--- config.mk ---
export PLATFORM = sky130hd
export DESIGN_NAME = flit_upload_serializer_flat
export DESIGN_NICKNAME = d
export VERILOG_FILES = /design/src/rtl/ring_noc_pkg.sv /design/src/rtl/flit_upload_serializer_if.sv /design/src/rtl/flit_upload_serializer_lsb_enc.sv /design/src/rtl/flit_upload_serializer.sv /design/src/flat_wrapper.sv
export SDC_FILE = /design/constraint.sdc
export NUM_CORES = 1
export LEC_CHECK = 0
export BUFFER_PORTS_ARGS = -buffer_cell sky130_fd_sc_hd__buf_4
export CORE_ASPECT_RATIO = 0.75
export CORE_MARGIN = 2
export CORE_UTILIZATION = 50
export DETAILED_ROUTE_END_ITERATION = 6
export HOLD_SLACK_MARGIN = 0.02
export PLACE_DENSITY = 0.79
export SLEW_MARGIN = 20
export SYNTH_ARGS = -nofsm -noshare
export SYNTH_HDL_FRONTEND = slang
export SYNTH_SLANG_ARGS = --single-unit
export TNS_END_PERCENT = 5
--- constraint.sdc ---
create_clock -name clk -period 3.5 [get_ports clk]
set_input_delay 0.7 -clock clk [delete_from_list [all_inputs] [get_ports clk]]
set_output_delay 0.7 -clock clk [all_outputs]
set_load 0.01 [all_outputs]
--- src/rtl/ring_noc_pkg.sv ---
// Shared ring network-interface definitions: command codes, flit control
// encodings, uploader state encodings and default head-flit field positions.
package ring_noc_pkg;

    // Default geometry of the uploader and the head-flit layout.
    localparam int FLIT_W_DEF    = 16;
    localparam int MAX_FLITS_DEF = 11;
    localparam int NUM_NODES_DEF = 4;
    localparam int CMD_LSB_DEF   = 5;
    localparam int DEST_LSB_DEF  = 14;
    localparam int CMD_W         = 5;

    // Ring request commands carried in the head flit.
    localparam logic [CMD_W-1:0] CMD_RDREQ    = 5'b00000;
    localparam logic [CMD_W-1:0] CMD_WBREQ    = 5'b00010;
    localparam logic [CMD_W-1:0] CMD_INVREQ   = 5'b00100;
    localparam logic [CMD_W-1:0] CMD_SCINVREQ = 5'b00110;
    localparam logic [CMD_W-1:0] CMD_FLUSHREQ = 5'b01000;

    // Uploader FSM encodings (visible on fsm_state_out).
    typedef enum logic [1:0] {
        ST_IDLE = 2'b00,
        ST_SEND = 2'b01,
        ST_DONE = 2'b10
    } upl_state_e;

    // out_ctrl encodings.
    typedef enum logic [1:0] {
        CTRL_NONE = 2'b00,
        CTRL_HEAD = 2'b01,
        CTRL_BODY = 2'b10,
        CTRL_TAIL = 2'b11
    } flit_ctrl_e;

    // Invalidation-class commands are multicast to every sharer.
    function automatic logic is_multicast_cmd(input logic [CMD_W-1:0] cmd);
        return (cmd == CMD_INVREQ) || (cmd == CMD_SCINVREQ);
    endfunction

endpackage

--- src/rtl/flit_upload_serializer_if.sv ---
// Message-in / flit-out bundle of the uploader. The master side offers
// messages and drains flits; the slave side is the uploader itself.
interface flit_upload_serializer_if
    import ring_noc_pkg::*;
#(
    parameter int FLIT_W    = FLIT_W_DEF,
    parameter int MAX_FLITS = MAX_FLITS_DEF,
    parameter int NUM_NODES = NUM_NODES_DEF
);
    localparam int CNT_W = $clog2(MAX_FLITS + 1);

    logic                        msg_valid;
    logic                        msg_ready;
    logic [FLIT_W*MAX_FLITS-1:0] msg_flits;
    logic [CNT_W-1:0]            msg_len;
    logic [NUM_NODES-1:0]        msg_inv_vec;
    logic [FLIT_W-1:0]           out_flit;
    logic [1:0]                  out_ctrl;
    logic                        out_valid;
    logic                        out_rdy;
    logic                        msg_done;

    modport master (
        output msg_valid, msg_flits, msg_len, msg_inv_vec, out_rdy,
        input  msg_ready, out_flit, out_ctrl, out_valid, msg_done
    );

    modport slave (
        input  msg_valid, msg_flits, msg_len, msg_inv_vec, out_rdy,
        output msg_ready, out_flit, out_ctrl, out_valid, msg_done
    );

endinterface

--- src/rtl/flit_upload_serializer_lsb_enc.sv ---
// Lowest-set-bit encoder used to pick the next multicast destination.
module lowest_set_bit_enc #(
    parameter int N  = 4,
    parameter int IW = 2
) (
    input  logic [N-1:0]  mask,
    output logic [IW-1:0] idx,
    output logic          any
);

    // Scan from the top so the lowest set bit is the last one to win.
    always_comb begin
        idx = '0;
        for (int i = N - 1; i >= 0; i--) begin
            idx = mask[i] ? IW'(i) : idx;
        end
        any = |mask;
    end

endmodule

--- src/rtl/flit_upload_serializer.sv ---
// Parallel message to serial flit uploader. Unicast messages are streamed
// once; invalidation-class messages are streamed once per sharer with the
// head destination rewritten. All outputs are registered: next-cycle values
// are computed from the next state so a new copy starts with no bubble.
module flit_upload_serializer
    import ring_noc_pkg::*;
#(
    parameter int FLIT_W    = FLIT_W_DEF,
    parameter int MAX_FLITS = MAX_FLITS_DEF,
    parameter int NUM_NODES = NUM_NODES_DEF,
    parameter int CMD_LSB   = CMD_LSB_DEF,
    parameter int DEST_LSB  = DEST_LSB_DEF
) (
    input  logic                     clk,
    input  logic                     rst,
    flit_upload_serializer_if.slave  bus,
    output logic [1:0]               fsm_state_out
);

    localparam int CNT_W = $clog2(MAX_FLITS + 1);
    localparam int DW    = (NUM_NODES > 1) ? $clog2(NUM_NODES) : 1;
    localparam int MSG_W = FLIT_W * MAX_FLITS;

    // Registered state
    upl_state_e           state_r;
    logic [MSG_W-1:0]     flits_r;
    logic [CNT_W-1:0]     len_r;
    logic [CNT_W-1:0]     cnt_r;
    logic                 mcast_r;
    logic [NUM_NODES-1:0] mask_r;
    logic [DW-1:0]        dest_r;
    logic [FLIT_W-1:0]    out_flit_r;
    logic [1:0]           out_ctrl_r;
    logic                 out_valid_r;
    logic                 msg_ready_r;
    logic                 msg_done_r;

    // Next-state values
    upl_state_e           nxt_state_s;
    logic [MSG_W-1:0]     nxt_flits_s;
    logic [CNT_W-1:0]     nxt_len_s;
    logic [CNT_W-1:0]     nxt_cnt_s;
    logic                 nxt_mcast_s;
    logic [NUM_NODES-1:0] nxt_mask_s;
    logic [DW-1:0]        nxt_dest_s;
    logic                 nxt_any_s;
    logic                 nxt_valid_s;
    logic [FLIT_W-1:0]    sel_flit_s;
    logic [FLIT_W-1:0]    dest_flit_s;
    logic [FLIT_W-1:0]    nxt_out_flit_s;
    logic [1:0]           nxt_ctrl_s;

    // Helpers
    logic [CNT_W-1:0]     clamp_len_s;
    logic                 mcast_in_s;
    logic                 xfer_s;
    logic                 last_s;
    logic [NUM_NODES-1:0] mask_clr_s;

    assign mcast_in_s = is_multicast_cmd(bus.msg_flits[CMD_LSB +: CMD_W]);
    assign xfer_s     = out_valid_r && bus.out_rdy;
    assign last_s     = (cnt_r == (len_r - CNT_W'(1)));
    assign mask_clr_s = mask_r & ~(NUM_NODES'(1) << dest_r);

    // Length normalisation: zero means one flit, oversize is clamped.
    always_comb begin
        if (bus.msg_len == '0) begin
            clamp_len_s = CNT_W'(1);
        end else if (bus.msg_len > CNT_W'(MAX_FLITS)) begin
            clamp_len_s = CNT_W'(MAX_FLITS);
        end else begin
            clamp_len_s = bus.msg_len;
        end
    end

    // Next-state logic for the accept / stream / finish sequence.
    always_comb begin
        nxt_state_s = state_r;
        nxt_flits_s = flits_r;
        nxt_len_s   = len_r;
        nxt_cnt_s   = cnt_r;
        nxt_mcast_s = mcast_r;
        nxt_mask_s  = mask_r;
        case (state_r)
            ST_IDLE: begin
                if (bus.msg_valid) begin
                    nxt_flits_s = bus.msg_flits;
                    nxt_len_s   = clamp_len_s;
                    nxt_cnt_s   = '0;
                    nxt_mcast_s = mcast_in_s;
                    nxt_mask_s  = mcast_in_s ? bus.msg_inv_vec : '0;
                    if (mcast_in_s && (bus.msg_inv_vec == '0)) begin
                        nxt_state_s = ST_DONE;
                    end else begin
                        nxt_state_s = ST_SEND;
                    end
                end else begin
                    nxt_state_s = ST_IDLE;
                end
            end
            ST_SEND: begin
                if (xfer_s) begin
                    if (!last_s) begin
                        nxt_cnt_s = cnt_r + CNT_W'(1);
                    end else if (!mcast_r) begin
                        nxt_state_s = ST_DONE;
                    end else begin
                        // Copy finished: retire this sharer and restart at the head.
                        nxt_mask_s = mask_clr_s;
                        nxt_cnt_s  = '0;
                        if (mask_clr_s == '0) begin
                            nxt_state_s = ST_DONE;
                        end else begin
                            nxt_state_s = ST_SEND;
                        end
                    end
                end else begin
                    nxt_state_s = ST_SEND;
                end
            end
            ST_DONE: begin
                nxt_state_s = ST_IDLE;
            end
            default: begin
                nxt_state_s = ST_IDLE;
            end
        endcase
    end

    // Destination of the copy that the next-cycle head flit belongs to.
    lowest_set_bit_enc #(
        .N  (NUM_NODES),
        .IW (DW)
    ) u_lsb_enc (
        .mask (nxt_mask_s),
        .idx  (nxt_dest_s),
        .any  (nxt_any_s)
    );

    // Next-cycle flit selection with multicast destination rewrite.
    always_comb begin
        nxt_valid_s = (nxt_state_s == ST_SEND);
        sel_flit_s  = nxt_flits_s[int'(nxt_cnt_s) * FLIT_W +: FLIT_W];
        dest_flit_s = sel_flit_s;
        dest_flit_s[DEST_LSB +: DW] = nxt_dest_s;
        nxt_out_flit_s = (nxt_mcast_s && nxt_any_s && (nxt_cnt_s == '0)) ? dest_flit_s : sel_flit_s;
        if (nxt_len_s == CNT_W'(1)) begin
            nxt_ctrl_s = CTRL_TAIL;
        end else if (nxt_cnt_s == '0) begin
            nxt_ctrl_s = CTRL_HEAD;
        end else if (nxt_cnt_s == (nxt_len_s - CNT_W'(1))) begin
            nxt_ctrl_s = CTRL_TAIL;
        end else begin
            nxt_ctrl_s = CTRL_BODY;
        end
    end

    // Uploader FSM with registered outputs; reset aborts without msg_done.
    always_ff @(posedge clk) begin
        if (rst) begin
            state_r     <= ST_IDLE;
            flits_r     <= '0;
            len_r       <= '0;
            cnt_r       <= '0;
            mcast_r     <= 1'b0;
            mask_r      <= '0;
            dest_r      <= '0;
            out_flit_r  <= '0;
            out_ctrl_r  <= CTRL_NONE;
            out_valid_r <= 1'b0;
            msg_ready_r <= 1'b1;
            msg_done_r  <= 1'b0;
        end else begin
            state_r     <= nxt_state_s;
            flits_r     <= nxt_flits_s;
            len_r       <= nxt_len_s;
            cnt_r       <= nxt_cnt_s;
            mcast_r     <= nxt_mcast_s;
            mask_r      <= nxt_mask_s;
            dest_r      <= nxt_dest_s;
            out_flit_r  <= nxt_valid_s ? nxt_out_flit_s : '0;
            out_ctrl_r  <= nxt_valid_s ? nxt_ctrl_s : CTRL_NONE;
            out_valid_r <= nxt_valid_s;
            msg_ready_r <= (nxt_state_s == ST_IDLE);
            msg_done_r  <= (nxt_state_s == ST_DONE);
        end
    end

    assign bus.out_flit   = out_flit_r;
    assign bus.out_ctrl   = out_ctrl_r;
    assign bus.out_valid  = out_valid_r;
    assign bus.msg_ready  = msg_ready_r;
    assign bus.msg_done   = msg_done_r;
    assign fsm_state_out  = state_r;

endmodule
--- src/flat_wrapper.sv ---
// flat-port wrapper written by rule: the top's interface ports become plain ports
module flit_upload_serializer_flat import ring_noc_pkg::*;
#(
    parameter int FLIT_W    = FLIT_W_DEF,
    parameter int MAX_FLITS = MAX_FLITS_DEF,
    parameter int NUM_NODES = NUM_NODES_DEF,
    parameter int CMD_LSB   = CMD_LSB_DEF,
    parameter int DEST_LSB  = DEST_LSB_DEF
)
  (clk, rst, fsm_state_out, bus_msg_valid, bus_msg_flits, bus_msg_len, bus_msg_inv_vec, bus_out_rdy, bus_msg_ready, bus_out_flit, bus_out_ctrl, bus_out_valid, bus_msg_done);
  flit_upload_serializer_if #(.FLIT_W(FLIT_W), .MAX_FLITS(MAX_FLITS), .NUM_NODES(NUM_NODES)) bus_i ();
  input  logic clk;
  input  logic rst;
  output logic [1:0] fsm_state_out;
  input wire logic [$bits(bus_i.msg_valid)-1:0] bus_msg_valid;
  input wire logic [$bits(bus_i.msg_flits)-1:0] bus_msg_flits;
  input wire logic [$bits(bus_i.msg_len)-1:0] bus_msg_len;
  input wire logic [$bits(bus_i.msg_inv_vec)-1:0] bus_msg_inv_vec;
  input wire logic [$bits(bus_i.out_rdy)-1:0] bus_out_rdy;
  output wire logic [$bits(bus_i.msg_ready)-1:0] bus_msg_ready;
  output wire logic [$bits(bus_i.out_flit)-1:0] bus_out_flit;
  output wire logic [$bits(bus_i.out_ctrl)-1:0] bus_out_ctrl;
  output wire logic [$bits(bus_i.out_valid)-1:0] bus_out_valid;
  output wire logic [$bits(bus_i.msg_done)-1:0] bus_msg_done;
  assign bus_i.msg_valid = bus_msg_valid;
  assign bus_i.msg_flits = bus_msg_flits;
  assign bus_i.msg_len = bus_msg_len;
  assign bus_i.msg_inv_vec = bus_msg_inv_vec;
  assign bus_i.out_rdy = bus_out_rdy;
  assign bus_msg_ready = bus_i.msg_ready;
  assign bus_out_flit = bus_i.out_flit;
  assign bus_out_ctrl = bus_i.out_ctrl;
  assign bus_out_valid = bus_i.out_valid;
  assign bus_msg_done = bus_i.msg_done;
  flit_upload_serializer #(.FLIT_W(FLIT_W), .MAX_FLITS(MAX_FLITS), .NUM_NODES(NUM_NODES), .CMD_LSB(CMD_LSB), .DEST_LSB(DEST_LSB)) u_core (.clk(clk), .rst(rst), .bus(bus_i), .fsm_state_out(fsm_state_out));
endmodule
==> results.json, run 1 <==
{
  "run_status": "finished clean",
  "routed_via_density": 5.69,
  "first_pass_iters": 6,
  "grtUsageTotal_pct": 28.7,
  "timing.hold.ws_ns": 0.443,
  "drtAntennaViolNets": 0,
  "die_w_um": 164,
  "post-cts-setup-buffers": 0,
  "final_cell_mix": "nand2_1, buf_4, dfxtp_1, a21oi_1, mux2i_1",
  "initial_core_util_pct": 51.4,
  "grt_setup_unrepaired": "no",
  "fin_worst_skew_ns": 0.00708,
  "antenna_found_initial": 1,
  "num_antenna_cells": 0,
  "rows": 43,
  "postRouteWirelength_um": 29900,
  "grt_max_degree": 142,
  "slowest_stage": "mux2i_1",
  "worstHoldPathType": "input pin to flop",
  "grt_remaining_overflow": 0,
  "core_area_um2": 18700,
  "grt_pass1_vias": 8398,
  "drtIter0Drc": 1186,
  "path_max_fanout": 42,
  "slowest_delay_ns": 0.44,
  "final_layout_size_suffix_gt1_share_pct": 21.4,
  "min_period_ns": 3.31,
  "fillers": 1627,
  "tns_ns": 0,
  "critPathLaunchType": "flop",
  "crit_type": "flop to flop",
  "ctsRootBufferMaster": "clkbuf_16",
  "timing.rr.end": "u_core.bus.out_flit[4]$_SDFF_PP0_",
  "critPathLaunch": "u_core.len_r[0]$_SDFF_PP0_",
  "syn_area_per_cell_um2": 8.05,
  "synth.net_count": 1384,
  "max_slew_margin_pct": 39.8,
  "dieArea_um2": 20300,
  "yosysSeqAreaShare_pct": 44.7,
  "cts_buffer_depth": 3,
  "yosysTopAreaCell": "dfxtp_1",
  "insertion_delay_ns": 0.50,
  "ir_worst_vdd_mv": 0.303,
  "dominantRegCellSynth": "dfxtp_1",
  "reg2reg_from": "u_core.len_r[0]$_SDFF_PP0_",
  "routedWlPerCell_um": 18.5,
  "fin_crit_sh_pct": 94.7,
  "clkTransAtPathRegs_ns": 0.06,
  "cts_buffers": 21,
  "gp_congestion": 0.932,
  "synth_cells": 1192,
  "grt_pass1_wl_um": 45300,
  "ys_types": 62,
  "multiInputGateArea_um2": 4870,
  "hpwl_um": 21300,
  "synth_top_area_share_pct": 44.7,
  "crit_family": "compound AO/OA/AOI/OAI gates",
  "crit_chain": "inv_1 -> ha_1 -> xnor3_1 -> nand3_1 -> o311ai_1 -> a221oi_4 -> buf_4 -> buf_12 -> mux2i_1 -> o221a_2 -> o32ai_1",
  "synth_area_um2": 9590,
  "cp.depth": 11,
  "endpoint": "u_core.bus.out_flit[4]$_SDFF_PP0_",
  "drv_slew": 0,
  "synth_area_leaders": "dfxtp_1, nand2_1, a21oi_1",
  "cts_num_sinks": 214,
  "vias": 9212,
  "synth_seq_cells": 214,
  "final_common_cell": "nand2_1",
  "ff_latch_area_um2": 4280,
  "cap_violations": 0,
  "cts_tree": "yes",
  "tightest_slew_ns": 0.903,
  "powerDensity_nw_per_um2": 484,
  "fmax_mhz": 302,
  "synth-edff-count": 0,
  "area_growth_pct": 25.1,
  "ios": 211,
  "reg2reg_depth": 11,
  "port_buffers": 210,
  "yosysWarnings": 0,
  "cp.required_ns": 3.87,
  "die_h_um": 124,
  "setup_viol": 0,
  "path_buf_inv": 3,
  "p_leak_uw": 0.00530,
  "nNetsFinal": 1550,
  "cp.arrival_ns": 3.68,
  "finalHoldViolCount": 0,
  "r2r_slack_ns": 0.19,
  "async_flop_share_pct": 0,
  "endpoint_kind": "flop",
  "drc_errors": 0,
  "cts.htree.levels": 1
}
==> stage by stage <==
stage               setup slack (ns)  instances  power [uW]  area (um^2)  util [%]
CTS                            0.176       1620        5820        12000      64.3
detailed placement             0.212       1582        3600        11300      60.6
global route                  0.0513       1620        6030        12000      64.3
floorplan                      0.777       1192        3210         9590         -
finish                         0.186       1620        5810        12000      64.3
global placement               0.334       1582        3580        11300      60.6
==> power breakdown <==
part           total (uW)  switching [uW]  internal (uW)
registers            2680            97.3           2580
clock network        2250             946           1310
logic                 881             484            397
==> final cells by class <==
class / count / share of cell area [%]
clock inverter: 8 / 0.824
sequential: 214 / 35.7
inverter: 10 / 0.313
clock buffer: 30 / 4.83
multi-input combinational: 875 / 40.6
tap: 247 / 2.58
timing repair buffer: 236 / 15.2
==> routing by layer <==
layer	share of wire, %	vias to the layer above	track usage [%]
met5	0	-	0
met4	2.3	0	6.74
met3	10	50	5.49
met2	43	428	44.1
met1	44	4274	41.8
li1	-	4460	-
==> sequential cells by signal, indices dropped and copies added, names as in the netlist <==
register,count
u_core.bus.msg_done,1
u_core.dest_r,2
u_core.len_r,4
u_core.flits_r,176
u_core.fsm_state_out,2
u_core.mask_r,4
u_core.mcast_r,1
u_core.bus.out_valid,1
u_core.cnt_r,4
u_core.bus.out_ctrl,2
u_core.bus.msg_ready,1
u_core.bus.out_flit,16
==> how the worst min path moves through the flow <==
stage	startpoint	end	slack [ns]	cells past startpoint
2_1_floorplan	u_core.flits_r[174]$_SDFF_PP0_	u_core.flits_r[174]$_SDFF_PP0_	0.43	2
3_3_place_gp	u_core.flits_r[105]$_SDFF_PP0_	u_core.flits_r[105]$_SDFF_PP0_	0.44	2
3_5_place_dp	u_core.flits_r[90]$_SDFF_PP0_	u_core.flits_r[90]$_SDFF_PP0_	0.45	2
4_1_cts	bus_msg_flits[40]	u_core.flits_r[40]$_SDFF_PP0_	0.44	3
5_1_grt	bus_msg_flits[76]	u_core.flits_r[76]$_SDFF_PP0_	0.45	3
6_report	bus_msg_flits[165]	u_core.flits_r[165]$_SDFF_PP0_	0.44	3
==> synthesized netlist by cell type, types with 2 or more instances <==
cell / instances
a21oi_1: 186
buf_6: 5
nor3_2: 2
a31oi_1: 3
nor2_1: 68
ha_1: 4
xnor2_2: 2
nand3_1: 12
a32oi_1: 2
xnor2_1: 5
and3_1: 4
o32a_1: 2
nand2_1: 337
o211ai_1: 2
mux2i_1: 80
a221oi_1: 15
buf_1: 4
o41ai_1: 2
a22oi_1: 4
nand2b_1: 3
a22o_1: 16
nand4_1: 4
nor3_1: 6
clkbuf_1: 76
buf_8: 3
o22ai_1: 18
o21ai_0: 21
nor2b_1: 2
dfxtp_1: 214
buf_2: 4
inv_1: 10
or3_1: 4
o221a_2: 14
and2_1: 7
a31o_2: 2
o32ai_1: 15
o311ai_0: 2
nor3b_1: 2
a21boi_0: 3
xor2_1: 3
nand4b_1: 2
o21ai_1: 2
==> kinds of logic (layout without fill, tap and decap cells) <==
kind of cell | Yosys count | count (layout) | share of synthesized area, %
compound gates | 316 | 316 | 20.4
buf+inv | 103 | 284 | 4.87
mux | 81 | 81 | 8.47
flops | 214 | 214 | 44.7
fa+ha+maj | 4 | 4 | 0.522
xor+xnor | 11 | 11 | 1.30
simple gates | 463 | 463 | 19.7
==> worst register-to-register path, stage by stage (launching register included) <==
cell and delay, ns:
dfxtp_1 0.41, inv_1 0.06, ha_1 0.21, xnor3_1 0.35, nand3_1 0.19, o311ai_1 0.20
a221oi_4 0.37, buf_4 0.21, buf_12 0.29, mux2i_1 0.47, o221a_2 0.31, o32ai_1 0.10
==> timing repair <==
action / CTS / global route
hold buffers: 0 / 0
gates resized for setup: 0 / 1
setup endpoints to repair: 0 / 3
(Power assumes the default switching activity.)
==> run 2: changes to the inputs <==
--- a/config.mk
+++ b/config.mk
@@ -16,4 +16,5 @@
 export SYNTH_ARGS = -nofsm -noshare
 export SYNTH_HDL_FRONTEND = slang
+export SYNTH_HIERARCHICAL = 1
 export SYNTH_SLANG_ARGS = --single-unit
 export TNS_END_PERCENT = 5
==> constraint.sdc (replaced) <==
create_clock -name clk -period 3.5 [get_ports clk]
set_input_delay 0.7 -clock clk [delete_from_list [all_inputs] [get_ports clk]]
set_output_delay 0.7 -clock clk [all_outputs]
set_load 0.1 [all_outputs]
==> results.json, run 2 <==
{
  "endpoint_kind": "flop",
  "num_antenna_cells": 0,
  "final_layout_size_suffix_gt1_share_pct": 19.1,
  "vias": 9980,
  "syn_area_per_cell_um2": 7.24,
  "tightest_slew_ns": 1.05,
  "yosysMostFrequentCell": "nand2_1",
  "first_pass_iters": 7,
  "fmax_mhz": 307,
  "path_buf_inv": 1,
  "critPathLaunchType": "flop",
  "drtAntennaViolNets": 0,
  "port_buffers": 210,
  "cts.htree.levels": 1,
  "cts_buffer_depth": 3,
  "routedWlPerCell_um": 17.7,
  "synth_common_cells": "nand2_1, dfxtp_1, a21oi_1",
  "largest_register": "u_core/flits_r",
  "powerDensity_nw_per_um2": 506,
  "ir_worst_vdd_mv": 0.293,
  "grt_pass1_wl_um": 46500,
  "routed_via_density": 5.73,
  "tns_ns": 0,
  "drc_errors": 1,
  "final_cell_mix": "nand2_1, buf_4, dfxtp_1, a21oi_1, nand3_1",
  "failed_checks": "DRC",
  "drtIter0Drc": 1254,
  "clkTransAtPathRegs_ns": 0.07,
  "synth_area_um2": 9630,
  "reg2reg_depth": 10,
  "synth-edff-count": 0,
  "nNetsFinal": 1670,
  "synth_top_area_share_pct": 44.5,
  "gp_congestion": 0.908,
  "hpwl_um": 21500,
  "grt_remaining_overflow": 0,
  "core_area_um2": 18700,
  "path_max_fanout": 25,
  "yosysSeqAreaShare_pct": 44.5,
  "die_w_um": 164,
  "cp.arrival_ns": 3.65,
  "crit_family": "compound AO/OA/AOI/OAI gates",
  "die_h_um": 124,
  "antenna_found_initial": 0,
  "cts_resized": 0,
  "synth_area_leaders": "dfxtp_1, nand2_1, a21oi_1",
  "cts_buffers": 22,
  "ys_types": 62,
  "largest_reg_flops": 176,
  "final_common_cell": "nand2_1",
  "dominantRegCellSynth": "dfxtp_1",
  "max_slew_margin_pct": 29.8,
  "rows": 43,
  "dieArea_um2": 20400,
  "synth_cells": 1329,
  "ctsRootBufferMaster": "clkbuf_16",
  "postCtsHoldBufs": 0,
  "run_status": "finished with violations",
  "fin_worst_skew_ns": 0.00976,
  "crit_chain": "inv_1 -> ha_1 -> xnor3_1 -> and3_1 -> a211oi_1 -> a21o_4 -> mux2_1 -> a22oi_1 -> a311o_1 -> o21ai_1",
  "slowest_delay_ns": 0.55,
  "area_growth_pct": 25.7,
  "min_period_ns": 3.26,
  "async_flop_share_pct": 0,
  "grtUsageTotal_pct": 29.2,
  "synth.net_count": 1521,
  "cts_num_sinks": 214,
  "grt_setup_unrepaired": "no",
  "drv_slew": 0,
  "holdPathStages": 3,
  "cap_violations": 0,
  "ios": 211,
  "setup_viol": 0,
  "postRouteWirelength_um": 30800,
  "insertion_delay_ns": 0.50,
  "slowest_stage": "a211oi_1",
  "cts_tree": "yes",
  "setup_ws_ns": 0.240,
  "grt_pass1_vias": 8773,
  "synth_seq_cells": 214,
  "dpl_worst_slack_ns": 0.289,
  "cp.required_ns": 3.89,
  "post-cts-setup-buffers": 0,
  "finalHoldViolCount": 0,
  "fin_crit_sh_pct": 93.1,
  "p_leak_uw": 0.00499,
  "initial_core_util_pct": 51.6,
  "crit_type": "flop to flop",
  "yosysWarnings": 6,
  "cp.depth": 10,
  "yosysTopAreaCell": "dfxtp_1",
  "grt_max_degree": 191,
  "worstHoldPathType": "input pin to flop"
}
-- run 2: changes by cell type after synthesis, moves of 15 or more --
cell / before / now
a311oi_1: 0 / 17
a22o_1: 16 / 0
mux2i_1: 80 / 2
nor2_1: 68 / 44
o22ai_1: 18 / 0
o32ai_1: 15 / 0
o21ai_0: 21 / 3
nand3_1: 12 / 91
nand2_1: 337 / 512
-- run 2: power by group --
part	internal (uW)	switching [uW]
clock network	1480	993
logic	358	617
registers	2590	91.0
total	4430	1700
-- run 2: worst reg2reg max path, stage by stage (launching register included) --
cell and delay [ns]:
dfxtp_1 0.40, inv_1 0.06, ha_1 0.19, xnor3_1 0.41, and3_1 0.23, a211oi_1 0.55, a21o_4 0.37, mux2_1 0.43
a22oi_1 0.22, a311o_1 0.22, o21ai_1 0.07
-- run 2: final timing paths --
path	slack (ns)	from	to
setup reg to reg	0.24	u_core/len_r[0]$_SDFF_PP0_	u_core/bus.out_flit[14]$_SDFF_PP0_
hold / removal	0.44	bus_msg_flits[84]	u_core/flits_r[84]$_SDFF_PP0_
setup / recovery	0.24	u_core/len_r[0]$_SDFF_PP0_	u_core/bus.out_flit[14]$_SDFF_PP0_
hold reg to reg	0.45	u_core/flits_r[1]$_SDFF_PP0_	u_core/flits_r[1]$_SDFF_PP0_
-- run 2: stage by stage --
stage          utilization, %  power [uW]  hold slack (ns)  cells  instance area (um^2)
6_report                 64.8        6130            0.440   1741                 12100
5_1_grt                  64.8        6330            0.434   1741                 12100
4_1_cts                  64.8        6140            0.423   1741                 12100
3_5_place_dp             60.7        3680            0.447   1701                 11300
3_3_place_gp             60.7        3680            0.441   1701                 11300
2_1_floorplan               -        3290            0.428   1329                  9630
-- run 2: cell type report --
cell class                      count  area (um^2)
Fill cell                        1621         6570
Multi-Input combinational cell   1004         4920
Clock buffer                       32          669
Sequential cell                   214         4280
Timing Repair Buffer              229         1790
Clock inverter                      8          105
Tap cell                          247          309
Inverter                            7         26.3
-- run 2: kinds of logic (layout without fill, tap and decap cells) --
family,after synthesis,after routing,synth area share [%]
AO/OA/AOI/OAI,284,284,17.9
multiplexers,11,11,1.26
AND/OR/NAND/NOR,694,694,29.7
buffers and inverters,111,276,4.77
adder cells (fa/ha/maj),4,4,0.520
flip-flops,214,214,44.5
XOR/XNOR,11,11,1.29
-- run 2: routing by layer --
layer | share of wire, % | global-route usage [%]
met1 | 43 | 42.9
met3 | 11 | 4.53
met5 | 0 | 0
met4 | 2.9 | 9.05
met2 | 43 | 44.2
==> run 3: changes to the inputs <==
- CTS_BUF_LIST: default -> sky130_fd_sc_hd__clkbuf_4
==> results.json, run 3 (synthesized netlist as in run 2, its figures left out) <==
{
  "crit_chain": "inv_1 -> ha_1 -> xnor3_1 -> and3_1 -> a211oi_1 -> a21o_4 -> mux2_1 -> a22oi_1 -> a311o_1 -> o21ai_1",
  "grt_max_degree": 191,
  "vias": 10000,
  "grt_pass1_wl_um": 46800,
  "gp_congestion": 0.908,
  "cts_tree": "yes",
  "timing.hold.ws_ns": 0.260,
  "final_cell_mix": "nand2_1, buf_4, dfxtp_1, a21oi_1, nand3_1",
  "largest_reg_flops": 176,
  "run_status": "finished clean",
  "tightest_slew_ns": 1.06,
  "core_area_um2": 18700,
  "die_h_um": 124,
  "largest_register": "u_core/flits_r",
  "crit_type": "flop to flop",
  "max_slew_margin_pct": 29.6,
  "r2r_slack_ns": 0.23,
  "slowest_stage": "a211oi_1",
  "cap_violations": 0,
  "cts_buffer_depth": 3,
  "cts_num_sinks": 214,
  "routedWlPerCell_um": 17.2,
  "endpoint_kind": "flop",
  "design_area_um2": 11900,
  "drv_slew": 0,
  "final_common_cell": "nand2_1",
  "cp.required_ns": 4.03,
  "ctsRootBufferMaster": "clkbuf_4",
  "dp_cells": 1701,
  "postCtsHoldBufs": 0,
  "p_leak_uw": 0.00497,
  "path_max_fanout": 25,
  "postRouteWirelength_um": 30800,
  "postPlaceCellArea_um2": 11300,
  "dieArea_um2": 20400,
  "area_growth_pct": 24.0,
  "fmax_mhz": 306,
  "cts_buffers": 53,
  "crit_family": "compound AO/OA/AOI/OAI gates",
  "grt_remaining_overflow": 0,
  "drtAntennaViolNets": 0,
  "cts_resized": 0,
  "die_w_um": 164,
  "ir_worst_vdd_mv": 0.236,
  "drc_errors": 0,
  "dpl_worst_slack_ns": 0.289,
  "min_period_ns": 3.27,
  "clkTransAtPathRegs_ns": 0.07,
  "grt_setup_unrepaired": "no",
  "grtUsageTotal_pct": 29.6,
  "first_pass_iters": 6,
  "final_layout_size_suffix_gt1_share_pct": 21.3,
  "hpwl_um": 21500,
  "worstHoldPathType": "input pin to flop",
  "cp.arrival_ns": 3.80,
  "routed_via_density": 5.62,
  "tns_ns": 0,
  "drtIter0Drc": 1145,
  "slowest_delay_ns": 0.55,
  "rows": 43,
  "grt_pass1_vias": 8991,
  "path_buf_inv": 1,
  "finalHoldViolCount": 0,
  "setup_viol": 0,
  "critPathLaunchType": "flop",
  "setup_ws_ns": 0.233,
  "fin_worst_skew_ns": 0.0396,
  "fin_crit_sh_pct": 93.3,
  "insertion_delay_ns": 0.68,
  "cts.htree.levels": 2,
  "ios": 211,
  "stdcell_count": 1786,
  "num_antenna_cells": 0,
  "initial_core_util_pct": 51.6,
  "antenna_found_initial": 0,
  "post-cts-setup-buffers": 0,
  "powerDensity_nw_per_um2": 471,
  "port_buffers": 210,
  "nNetsFinal": 1701
}
[run 3: area by class of cell]
| type | count | area (um^2) |
|---|---|---|
| multi-input combinational | 1004 | 4920 |
| fill | 1664 | 6730 |
| tap | 247 | 309 |
| clock buffer | 75 | 563 |
| timing repair buffer | 229 | 1790 |
| inverter | 7 | 26.3 |
| clock inverter | 10 | 45.0 |
| sequential | 214 | 4280 |
[run 3: per-stage QoR]
step           util (%)  power (uW)
2_1_floorplan         -        3290
6_report           63.9        5620
5_1_grt            63.9        5870
3_5_place_dp       60.7        3680
3_3_place_gp       60.7        3680
4_1_cts            63.9        5630
[run 3: metal layers]
layer | vias to the layer above | global-route usage (%) | part of all wire (%)
met5 | - | 0 | 0
met4 | 0 | 11.0 | 2.5
met3 | 58 | 5.79 | 11
met2 | 552 | 43.6 | 43
met1 | 4556 | 42.8 | 43
li1 | 4868 | - | -
[run 3: worst paths after layout]
check,startpoint,endpoint,cells past startpoint
max,u_core/len_r[0]$_SDFF_PP0_,u_core/bus.out_flit[14]$_SDFF_PP0_,10
min,bus_msg_flits[98],u_core/flits_r[98]$_SDFF_PP0_,3
max reg2reg,u_core/len_r[0]$_SDFF_PP0_,u_core/bus.out_flit[14]$_SDFF_PP0_,10
min reg2reg,u_core/flits_r[147]$_SDFF_PP0_,u_core/flits_r[147]$_SDFF_PP0_,2
[run 3: where the power goes]
| group | leakage (uW) | internal (uW) | total, uW | switching [uW] |
|---|---|---|---|---|
| logic | 0.00285 | 358 | 974 | 616 |
| clock network | 0.000371 | 976 | 1970 | 991 |
| registers | 0.00176 | 2590 | 2680 | 89.7 |
[run 3: worst register-to-register path, delay by kind of cell, from the launching register on]
family | cells | cell delay [ns]
AOI/OAI and AO/OA | 5 | 1.42
adders and majority gates | 1 | 0.20
muxes | 1 | 0.44
DFF | 1 | 0.41
xor gates and xnor gates | 1 | 0.40
buffers and inverters | 1 | 0.06
and+or+nand+nor | 1 | 0.23
